**config.mk**
```make
export PLATFORM = sky130hd
export DESIGN_NAME = timer_control
export DESIGN_NICKNAME = d
export VERILOG_FILES = /design/src/rtl/eggtimer_pkg.sv /design/src/rtl/tick_prescaler.sv /design/src/rtl/timer_control.sv
export SDC_FILE = /design/constraint.sdc
export NUM_CORES = 1
export LEC_CHECK = 0
export ABC_AREA = 0
export BUFFER_PORTS_ARGS = -buffer_cell sky130_fd_sc_hd__buf_2
export CORE_MARGIN = 5
export CORE_UTILIZATION = 45
export DETAILED_ROUTE_END_ITERATION = 8
export PLACE_DENSITY = 0.72
export SYNTH_ARGS = -nofsm -noshare
export SYNTH_HDL_FRONTEND = slang
export SYNTH_SLANG_ARGS = --single-unit
```
**constraint.sdc**
```tcl
create_clock -name clk -period 2.65 [get_ports clk]
set_input_delay 0.3975 -clock clk [delete_from_list [all_inputs] [get_ports clk]]
set_output_delay 0.3975 -clock clk [all_outputs]
set_load 0.1 [all_outputs]
```
**src/rtl/eggtimer_pkg.sv**
```systemverilog
// Shared definitions for the egg timer: FSM state encoding and default tick rate.
package eggtimer_pkg;
  typedef enum logic [1:0] {
    IDLE  = 2'd0,
    RUN   = 2'd1,
    PAUSE = 2'd2,
    ALARM = 2'd3
  } state_t;

  localparam int unsigned TICK_DIV_DEFAULT  = 1000000;
  localparam int unsigned DIV_WIDTH_DEFAULT = 20;
endpackage

```
**src/rtl/tick_prescaler.sv**
```systemverilog
// Free-running divider: counts while run is high, pulses wrap on the last count.
module tick_prescaler
  import eggtimer_pkg::*;
#(
  parameter int unsigned TICK_DIV  = TICK_DIV_DEFAULT,
  parameter int unsigned DIV_WIDTH = DIV_WIDTH_DEFAULT
) (
  input  logic clk,
  input  logic reset,
  input  logic run,
  input  logic clear,
  output logic wrap
);
  localparam logic [DIV_WIDTH-1:0] LAST = DIV_WIDTH'(TICK_DIV - 1);

  logic [DIV_WIDTH-1:0] cnt;

  // wrap is qualified by run so a held counter sitting at LAST does not tick
  assign wrap = run && (cnt == LAST);

  always_ff @(posedge clk or posedge reset) begin
    if (reset) begin
      cnt <= '0;
    end else if (clear) begin
      cnt <= '0;
    end else if (run) begin
      cnt <= wrap ? '0 : cnt + 1'b1;
    end
  end
endmodule

```
**src/rtl/timer_control.sv**
```systemverilog
// Egg timer control: button edge detect, run/pause/alarm sequencing, 1 s count
// enable and the glitch-free digit-chain clear pulse.
module timer_control
  import eggtimer_pkg::*;
#(
  parameter int unsigned TICK_DIV    = TICK_DIV_DEFAULT,
  parameter int unsigned DIV_WIDTH   = DIV_WIDTH_DEFAULT,
  parameter int unsigned ALARM_TICKS = 10
) (
  input  logic       clk,
  input  logic       reset,
  input  logic       start_btn,
  input  logic       stop_btn,
  input  logic       all_zero,
  output logic       count_en,
  output logic       chain_clear,
  output logic       alarm,
  output logic [1:0] state
);
  localparam int unsigned AW = (ALARM_TICKS < 2) ? 1 : $clog2(ALARM_TICKS + 1);
  localparam logic [AW-1:0] ALARM_LAST = AW'(ALARM_TICKS - 1);

  state_t        state_q, state_nxt;
  logic          start_q, stop_q;
  logic          start_press, stop_press;
  logic          run, clear, wrap;
  logic [AW-1:0] acnt;

  assign start_press = start_btn & ~start_q;
  assign stop_press  = stop_btn & ~stop_q;

  // Any press that leaves the state also freezes the prescaler that cycle,
  // so a stop coinciding with a wrap holds the count at its last value.
  assign run = ((state_q == RUN) && !stop_press) ||
               ((state_q == ALARM) && !stop_press && !start_press);
  assign clear = (state_nxt == IDLE);

  tick_prescaler #(
    .TICK_DIV (TICK_DIV),
    .DIV_WIDTH(DIV_WIDTH)
  ) u_prescaler (
    .clk  (clk),
    .reset(reset),
    .run  (run),
    .clear(clear),
    .wrap (wrap)
  );

  always_comb begin
    state_nxt = state_q;
    case (state_q)
      IDLE:    if (start_press && !stop_press) state_nxt = RUN;
      RUN: begin
        if (stop_press)            state_nxt = PAUSE;
        else if (wrap && all_zero) state_nxt = ALARM;
      end
      PAUSE: begin
        if (stop_press)       state_nxt = IDLE;
        else if (start_press) state_nxt = RUN;
      end
      ALARM: begin
        if (stop_press || start_press)       state_nxt = IDLE;
        else if (wrap && acnt == ALARM_LAST) state_nxt = IDLE;
      end
      default: state_nxt = IDLE;
    endcase
  end

  // Button history resets high so a button held through reset is not a press.
  always_ff @(posedge clk or posedge reset) begin
    if (reset) begin
      state_q     <= IDLE;
      start_q     <= 1'b1;
      stop_q      <= 1'b1;
      acnt        <= '0;
      count_en    <= 1'b0;
      chain_clear <= 1'b0;
      alarm       <= 1'b0;
    end else begin
      state_q     <= state_nxt;
      start_q     <= start_btn;
      stop_q      <= stop_btn;
      count_en    <= (state_q == RUN) && wrap && !all_zero;
      chain_clear <= (state_q != IDLE) && (state_nxt == IDLE);
      alarm       <= (state_nxt == ALARM);
      if (state_q == ALARM && state_nxt == ALARM) begin
        if (wrap) acnt <= acnt + 1'b1;
      end else begin
        acnt <= '0;
      end
    end
  end

  assign state = state_q;
endmodule

```
==> results.toml <==
[floorplan]
floorplan.initialDensity = 0.4612
rows = 23
die_h_um = 73.80
die_w_um = 73.80
die_area_um2 = 5446
coreArea_um2 = 3971
io_pins = 10

[placed_design]
place_inst = 260
dpl-instance-area_um2 = 1938
io_buffers = 9
dpl.hpwl_um = 3036
place.gp.congestion = 0.8693

[drt]
vias = 1613
drtAntennaViolNets = 0
wl_per_cell_um = 15.57
wl_um = 4173
vias_per_cell = 6.019
drt-initial-drc-count = 212
first_pass_iters = 4
drc = 0

[worst_setup_path]
cp.arrival_ps = 2520
end_kind = "flop"
cp.required_ps = 2860
criticalPathCategory = "reg2reg"
cp_max_fo = 9
startpoint_type = "flop"
reg2reg_slack_ps = 340

[clocking]
cts.sinks = 31
cts_buffer_depth = 2
cts_buffers = 5
cts-root-buf = "clkbuf_8"
postCtsSetupRepairBufs = 0
tritoncts = "yes"
cts_hold_buf = 0
clock_latency_ps = 280
htree_levels = 2
clkTransAtPathRegs_ps = 60
cts_resized = 0

[yosys]
avgSynthCellArea_um2 = 8.935
ys_ff_latch = 31
syn-num-nets = 213
async_reset_ff_frac = 1.000
synth-edff-count = 0
syn_inst = 205
syn_area_um2 = 1832
yosysSeqAreaShare = 0.4249
ys_warn_count = 0
synth_ff_type = "dfrtp_1"
synth.distinct_cells = 46

[power_and_ir_drop]
p_comb_frac = 0.294
total_power_mw = 1.320
powerDensity_nw_per_um2 = 653.7
clockPowerShare = 0.271
switching_power_mw = 0.5090
peakVddDrop_mv = 0.5437
switching_share = 0.3856
intPower_mw = 0.8110
total_leakage_power_nw = 0.8280
seq_power_share = 0.434

[finish]
drive_above_1_share = 0.1330
design_area_um2 = 2019
nNetsFinal = 225
diodes = 0
fill_cells = 402
layout.cells.non_filler = 268
syn2layout_area_growth_pct = 10.25

[grt]
grt.total_usage = 0.1734
first_global_vias = 1494
overflow = 0
antenna_found_initial = 0
grt_max_degree = 17
grt_first_pass_wirelength_um = 7300

[timing]
max_clock_freq_mhz = 432.7
min_period_ps = 2311
drv_slew = 0
finClkSkew_ps = 4.957
rsz0062_at_grt = "no"
setup_viol = 0
holdWs_ps = 188.4
timing.slew.headroom = 0.5100
tightest_slew_ps = 735.0
hold_viol_final = 0
post-route-period-util = 0.8721
fin_tns_setup_ps = 0

[status]
status = "finished, final reports clean"

[run]
max-cap-violations = 0

[worst_hold_path]
min_path_type = "in2async"
-- logic make-up after synthesis --
group                    after synthesis  synth area share
AND/OR/NAND/NOR                      101            0.3183
AO/OA/AOI/OAI                         46            0.1605
flip-flops                            31            0.4249
buffers and inverters                 15           0.03142
XOR/XNOR                               7           0.03347
adder cells (fa/ha/maj)                3           0.02049
multiplexers                           2           0.01093
-- per-stage QoR --
step | utilization | worst slack (ps)
floorplan | - | 62.43
global placement | 0.4880 | 384.2
detailed placement | 0.4880 | 324.6
CTS | 0.5085 | 315.9
global route | 0.5085 | 182.0
finish | 0.5085 | 339.0
-- cell usage after synthesis, types with 2 or more instances --
master	instances	area share
a211oi_1	2	0.0082
a21oi_1	13	0.036
a22oi_1	2	0.0082
a311oi_1	2	0.0096
a31oi_1	8	0.027
a41oi_1	2	0.0096
and3_1	3	0.010
and4_1	6	0.029
clkbuf_1	7	0.014
dfrtp_1	29	0.40
dfstp_2	2	0.029
ha_1	3	0.020
inv_1	7	0.014
mux2i_1	2	0.011
nand2_1	16	0.033
nand2b_1	5	0.017
nand3_1	15	0.041
nand3b_1	2	0.0082
nand4_1	5	0.017
nor2_1	20	0.041
nor2b_1	3	0.010
nor3_1	6	0.016
nor4_1	2	0.0068
nor4b_1	2	0.0096
o211ai_1	2	0.0082
o21ai_0	8	0.022
or2_2	2	0.0068
or3_1	4	0.014
or4_1	2	0.0082
xnor2_1	7	0.033
-- power groups by stage --
| stage | registers [mW] | logic, mW | clock network [mW] |
|---|---|---|---|
| after floorplan | 0.662 | 0.212 | 0 |
| final | 0.573 | 0.388 | 0.358 |
| after global routing | 0.583 | 0.426 | 0.395 |
| after global placement | 0.581 | 0.382 | 0 |
| after detailed placement | 0.581 | 0.387 | 0 |
| after CTS | 0.572 | 0.389 | 0.368 |
-- registers in the layout, indices dropped and copies added, names as in the netlist --
register	cells
chain_clear	1
stop_q	1
start_q	1
count_en	1
u_prescaler.cnt	20
acnt	4
state	2
alarm	1
-- critical path, stage by stage (launching register included) --
cell,delay (ps)
dfrtp_1,440
or4b_4,570
nor4_4,400
nand3_2,220
or4_1,460
a21oi_1,150
-- worst paths after layout --
check	from	to	depth (start not counted)
max	u_prescaler.cnt[12]$_DFFE_PP0P_	acnt[2]$_DFFE_PP0P_	5
min	reset	state[0]$_DFF_PP0_	2
max reg2reg	u_prescaler.cnt[12]$_DFFE_PP0P_	acnt[2]$_DFFE_PP0P_	5
min reg2reg	u_prescaler.cnt[18]$_DFFE_PP0P_	u_prescaler.cnt[18]$_DFFE_PP0P_	1
max in group asynchronous	reset	u_prescaler.cnt[12]$_DFFE_PP0P_	3
min in group clk	stop_btn	stop_q$_DFF_PP1_	1
-- layout by cell type (no fill, tap or decap), drive strengths merged, types with 2 or more instances in the layout --
cell type and n:
and4 6, buf 13, nand3b 2, a31oi 8, nor4 3, nand2b 5, or4b 2, o211ai 2
ha 3, or3 4, nor4b 2, nand2 16, a311oi 2, dfrtp 29, nor2b 3, mux2i 2
inv 7, nand4 5, and3 3, a211oi 2, or4 2, a21oi 13, o21ai 8, a22oi 2
nor3 7, dfstp 2, or2 2, a41oi 2, clkbuf 7, nor2 20, nand3 16, xnor2 7
-- layer usage --
layer  track usage  wire length [um]  up-vias
met3       0.03967               296        5
met5             0                 0        -
met2        0.2520              1868       63
li1              -                 -      786
met1        0.2504              1947      759
met4       0.06237                60        0
-- layout make-up --
class | instances | area [um^2] | share of cell area
timing repair buffer | 13 | 75.07 | 0.03717
tap | 50 | 62.56 | 0.03098
sequential | 31 | 778.2 | 0.3854
clock inverter | 1 | 5.005 | 0.002478
multi-input combinational | 159 | 996.0 | 0.4932
inverter | 7 | 26.28 | 0.01301
clock buffer | 7 | 76.32 | 0.03779
No activity file was read; power rests on OpenSTA's default activity.
